File: src/rtl/current_trip_monitor.sv
// Overcurrent trip monitor: counts consecutive over-threshold ADC sums per row,
// latches per-row faults, pulses a trip strobe and tracks peak current.
module current_trip_monitor #(
  parameter int SUM_WIDTH  = 16,
  parameter int ROWS       = 32,
  parameter int ROW_AWIDTH = 5,
  parameter int CNT_WIDTH  = 4
) (
  input  logic                  clock,
  input  logic                  reset,
  input  logic                  soft_reset,
  input  logic                  enable,
  input  logic                  sum_valid,
  input  logic [SUM_WIDTH-1:0]  adc_sum,
  input  logic [ROW_AWIDTH-1:0] cal_row,
  input  logic [SUM_WIDTH-1:0]  threshold,
  input  logic [CNT_WIDTH-1:0]  trip_count,
  input  logic                  fault_clear,
  output logic [ROWS-1:0]       fault_row,
  output logic                  fault_any,
  output logic                  trip,
  output logic [ROW_AWIDTH-1:0] trip_row,
  output logic [SUM_WIDTH-1:0]  peak_sum,
  output logic [ROW_AWIDTH-1:0] peak_row,
  output logic [15:0]           sample_count
);

  typedef enum logic [1:0] {IDLE, MONITOR, TRIPPED} state_t;

  localparam logic [CNT_WIDTH-1:0] CNT_MAX = '1;
  localparam logic [CNT_WIDTH-1:0] CNT_ONE = CNT_WIDTH'(1);

  state_t                state_q;
  logic [CNT_WIDTH-1:0]  consec_q, consec_d;
  logic [ROW_AWIDTH-1:0] last_row_q, last_row_d;
  logic [ROWS-1:0]       fault_q, fault_d;
  logic                  fault_any_q, fault_any_d;
  logic                  trip_q, trip_d;
  logic [ROW_AWIDTH-1:0] trip_row_q, trip_row_d;
  logic [SUM_WIDTH-1:0]  peak_q, peak_d;
  logic [ROW_AWIDTH-1:0] peak_row_q, peak_row_d;
  logic [15:0]           cnt_q, cnt_d;

  logic                  in_range, accept, over;
  logic [ROWS-1:0]       row_oh;
  logic [CNT_WIDTH-1:0]  tc_eff;

  assign in_range = 32'(cal_row) < ROWS;
  assign accept   = enable && (state_q != IDLE) && sum_valid && in_range;
  assign over     = adc_sum > threshold;
  assign row_oh   = {{(ROWS-1){1'b0}}, 1'b1} << cal_row;
  assign tc_eff   = (trip_count == '0) ? CNT_ONE : trip_count;

  // Clear is applied before the same-cycle sample so a new trip survives it.
  always_comb begin
    fault_d     = fault_clear ? '0 : fault_q;
    consec_d    = (fault_clear || !enable) ? '0 : consec_q;
    peak_d      = fault_clear ? '0 : peak_q;
    peak_row_d  = fault_clear ? '0 : peak_row_q;
    cnt_d       = fault_clear ? '0 : cnt_q;
    last_row_d  = last_row_q;
    trip_d      = 1'b0;
    trip_row_d  = trip_row_q;
    fault_any_d = |fault_q;
    if (accept) begin
      if (cal_row != last_row_q) begin
        consec_d   = {{(CNT_WIDTH-1){1'b0}}, over};
        last_row_d = cal_row;
      end else if (over) begin
        consec_d = (consec_d == CNT_MAX) ? CNT_MAX : consec_d + CNT_ONE;
      end else begin
        consec_d = '0;
      end
      if (consec_d >= tc_eff && (fault_d & row_oh) == '0) begin
        fault_d    = fault_d | row_oh;
        trip_d     = 1'b1;
        trip_row_d = cal_row;
      end
      if (adc_sum > peak_d) begin
        peak_d     = adc_sum;
        peak_row_d = cal_row;
      end
      if (cnt_d != 16'hFFFF) cnt_d = cnt_d + 16'd1;
    end
    if (soft_reset) begin
      fault_d     = '0;
      consec_d    = '0;
      peak_d      = '0;
      peak_row_d  = '0;
      cnt_d       = '0;
      last_row_d  = '0;
      trip_d      = 1'b0;
      trip_row_d  = '0;
      fault_any_d = 1'b0;
    end
  end

  always_ff @(posedge clock or posedge reset) begin
    if (reset) begin
      state_q     <= IDLE;
      consec_q    <= '0;
      last_row_q  <= '0;
      fault_q     <= '0;
      fault_any_q <= 1'b0;
      trip_q      <= 1'b0;
      trip_row_q  <= '0;
      peak_q      <= '0;
      peak_row_q  <= '0;
      cnt_q       <= '0;
    end else begin
      consec_q    <= consec_d;
      last_row_q  <= last_row_d;
      fault_q     <= fault_d;
      fault_any_q <= fault_any_d;
      trip_q      <= trip_d;
      trip_row_q  <= trip_row_d;
      peak_q      <= peak_d;
      peak_row_q  <= peak_row_d;
      cnt_q       <= cnt_d;
      if (soft_reset || !enable) begin
        state_q <= IDLE;
      end else begin
        unique case (state_q)
          IDLE:    state_q <= MONITOR;
          MONITOR: if (trip_d) state_q <= TRIPPED;
          TRIPPED: if (fault_clear && !trip_d) state_q <= MONITOR;
          default: state_q <= IDLE;
        endcase
      end
    end
  end

  assign fault_row    = fault_q;
  assign fault_any    = fault_any_q;
  assign trip         = trip_q;
  assign trip_row     = trip_row_q;
  assign peak_sum     = peak_q;
  assign peak_row     = peak_row_q;
  assign sample_count = cnt_q;

endmodule
File: config.mk
export PLATFORM = sky130hd
export DESIGN_NAME = current_trip_monitor
export DESIGN_NICKNAME = d
export VERILOG_FILES = /design/src/rtl/current_trip_monitor.sv
export SDC_FILE = /design/constraint.sdc
export NUM_CORES = 1
export LEC_CHECK = 0
export BUFFER_PORTS_ARGS = -buffer_cell sky130_fd_sc_hd__buf_4
export CORE_UTILIZATION = 40
export DETAILED_ROUTE_END_ITERATION = 10
export SLEW_MARGIN = 20
export SYNTH_ARGS = -nofsm -noshare
export SYNTH_HDL_FRONTEND = slang
export SYNTH_SLANG_ARGS = --single-unit
File: constraint.sdc
create_clock -name clock -period 3.9 [get_ports clock]
set_input_delay 0.975 -clock clock [delete_from_list [all_inputs] [get_ports clock]]
set_output_delay 0.975 -clock clock [all_outputs]
set_load 0.03 [all_outputs]
==> results.cfg <==
[setup_path]
ff2ff_setup_slack_ps = 900
cp_slowest_cell = ha_1
worstReg2RegStart = last_row_q[2]
cp_max_fo = 16
rr_worst_depth = 14
r2r_end = fault_row[0]
cp-start-kind = input port
critPathBufInv = 3
crit_chain = buf_4, ha_1, a21o_1, a21o_1, a21oi_1, nand4_1, nand3b_1, nor2_1, ha_1, nand2_1, o21ai_0, o211ai_1, a2111oi_4, buf_4, nand3_2, buf_12, o21ai_0
endpoint = fault_row[0]
path_depth = 17
startpoint = adc_sum[6]
crit_path_max_incr_delay_ps = 300
cp_top_family = compound AO/OA/AOI/OAI gates
cp-end-kind = register
path_class = in2reg
arrival_ps = 3900
worstPathRequired_ps = 4160

[logic_synthesis]
async_flop_share_pct = 100
syn_area_um2 = 5550
ys_top_cells_by_area = dfrtp_1 (39%), ha_1 (8.6%), nand2_1 (6.5%)
syn_inst = 632
yosys_warnings = 0
yosysMostFrequentCell = nand2_1
synth_fp_nets = 717
yosysSeqAreaShare_pct = 39.2
syn_area_per_cell_um2 = 8.78
synth_top_area_share_pct = 39.2
synth-seq-cells = 87
yosys_most_used_dff = dfrtp_1
synth_common_cells = nand2_1 (96), dfrtp_1 (87), o21ai_0 (52)
ys_types = 56
synth-edff-count = 0
synth_top_area_cell = dfrtp_1

[sta]
max_freq_mhz = 275
finalCriticalPeriod_ps = 3640
fin_crit_sh_pct = 93.3
finalHoldWorstSlack_ps = 533
setup_violations = 0
maxSlewHeadroom_pct = 52.2
tightest_slew_ps = 718
hold_viol_final = 0
tns_ps = 0
fin_skew_ps = 5.18
rsz0062_at_grt = false
final_max_slew_viol_count = 0

[cts]
clkTransAtPathRegs_ps = 70
h-tree-depth = 3
clock_sink_count = 87
insertion_delay_ps = 350
numCtsBuffers = 9
ctsHoldBuffers = 0
cts_tree = done
root_buffer = clkbuf_16
clockBufferDepth = 2

[place]
portBuffers = 122
post_dp_cell_area_um2 = 6880
gp_congestion = 0.878
dpl.hpwl_um = 11400

[route]
routed_wl_um = 15600
drc = 0
drt-initial-drc-count = 424
ant_nets = 0
drt_pass1_iterations = 7
vias_per_cell = 5.41
vias = 5161
wl_per_cell_um = 16.3

[hold_path]
min-delay-path-class = reg2reg
min_from = peak_row[3]

[finish]
fillers = 1253
final_util_pct = 53.8
diodes = 0
final_area_um2 = 7210
fin_nets = 858
drive_gt1_share_pct = 27.8
area_delta_synth_final_pct = 30.0

[grt]
antenna_found_initial = 0
grt_max_degree = 68
grt_pass1_wl_um = 25200
first_global_vias = 5067
grt_usage_pct = 22.5
grt.overflow.total = 0

[pwr]
peakVddDrop_mv = 0.189
combPwrFrac_pct = 12.7
p_sw_share_pct = 25.6
power.total_mw = 2.13
p_clk_share_pct = 44.6
power_switching_uw = 545
pwr_density_cell_nw_per_um2 = 295
cellLeakagePower_nw = 3.43
power.share.sequential_pct = 42.8
p_int_mw = 1.58

[die]
core_area_um2 = 13400
die_area_um2 = 14300
rows = 42
io_pins = 123
initial_utilization_pct = 41.4
die_h_um = 120
die_x_um = 120

[flow_run]
max-cap-violations = 0

[outcome]
status = completed
==> cell families (layout without fill, tap and decap cells) <==
family	after synthesis	in the layout	synth area share, %
and+or+nand+nor	266	266	23.8
AOI/OAI and AO/OA	137	137	16.6
adders and majority gates	38	38	8.57
DFF	87	87	39.2
xor gates and xnor gates	17	17	2.68
muxes	21	21	4.01
buffers and inverters	66	212	5.16
==> metal layers <==
metal	GRT usage, %	routed length, um
met4	9.77	387
met2	36.0	7380
met3	3.85	808
met1	29.8	7000
met5	0	0
==> sequential cells by signal, indices dropped and copies added (netlist names) <==
register	flops
fault_row	32
sample_count	16
trip	1
last_row_q	5
consec_q	4
peak_sum	16
peak_row	5
state_q	2
fault_any	1
trip_row	5
==> placed cells by master, fill, tap and decap left out, drive strengths merged, types with 5 or more instances in the layout <==
cell type  instances
buf              166
nand2             97
dfrtp             87
o21ai             62
nor2              45
ha                38
inv               31
nand2b            29
a21oi             26
nand3             18
nand4             17
o31ai             15
nor2b             14
mux2i             14
xnor2             11
clkbuf             9
nor3               9
nor4               8
mux2               7
xor2               6
o211ai             5
==> tightest hold or removal path, stage by stage, from the launching register on <==
cell and delay (ps):
dfrtp_1 380, nand2_1 60, mux2i_1 60
==> cell type report <==
| cell class | instances | area, um^2 | share of cell area [%] |
|---|---|---|---|
| clock buffer | 9 | 225 | 3.12 |
| sequential | 87 | 2180 | 30.2 |
| timing repair buffer | 166 | 1280 | 17.8 |
| tap | 176 | 220 | 3.05 |
| inverter | 30 | 115 | 1.60 |
| clock inverter | 7 | 95.1 | 1.32 |
| multi-input combinational | 479 | 3100 | 42.9 |
==> power groups by stage <==
stage / clock network, mW / registers, mW / logic (mW)
4_1_cts: 0.967 / 0.910 / 0.271
6_report: 0.947 / 0.910 / 0.269
3_3_place_gp: 0 / 0.927 / 0.264
3_5_place_dp: 0 / 0.927 / 0.270
5_1_grt: 1.01 / 0.910 / 0.299
2_1_floorplan: 0 / 0.932 / 0.141
==> repair_timing <==
item | 4_1_cts | 5_1_grt
resized for setup | 0 | 2
endpoints found under the setup margin | 0 | 34
buffers inserted | 0 | 0
==> worst min-delay path by stage <==
stage                     cells past startpoint            end  slack, ps
after CTS                                     2    peak_row[3]        530
after global placement                        2   fault_row[4]        510
after detailed placement                      2    peak_row[3]        530
final                                         2    peak_row[3]        530
after floorplan                               2  last_row_q[2]        520
after global routing                          2  last_row_q[1]        560
==> per-stage QoR <==
| step | setup WS (ps) | instances |
|---|---|---|
| 2_1_floorplan | 108 | 632 |
| 3_3_place_gp | -111 | 938 |
| 3_5_place_dp | -274 | 938 |
| 4_1_cts | 99.8 | 954 |
| 5_1_grt | 69.5 | 954 |
| 6_report | 263 | 954 |
(Power assumes the default switching activity.)
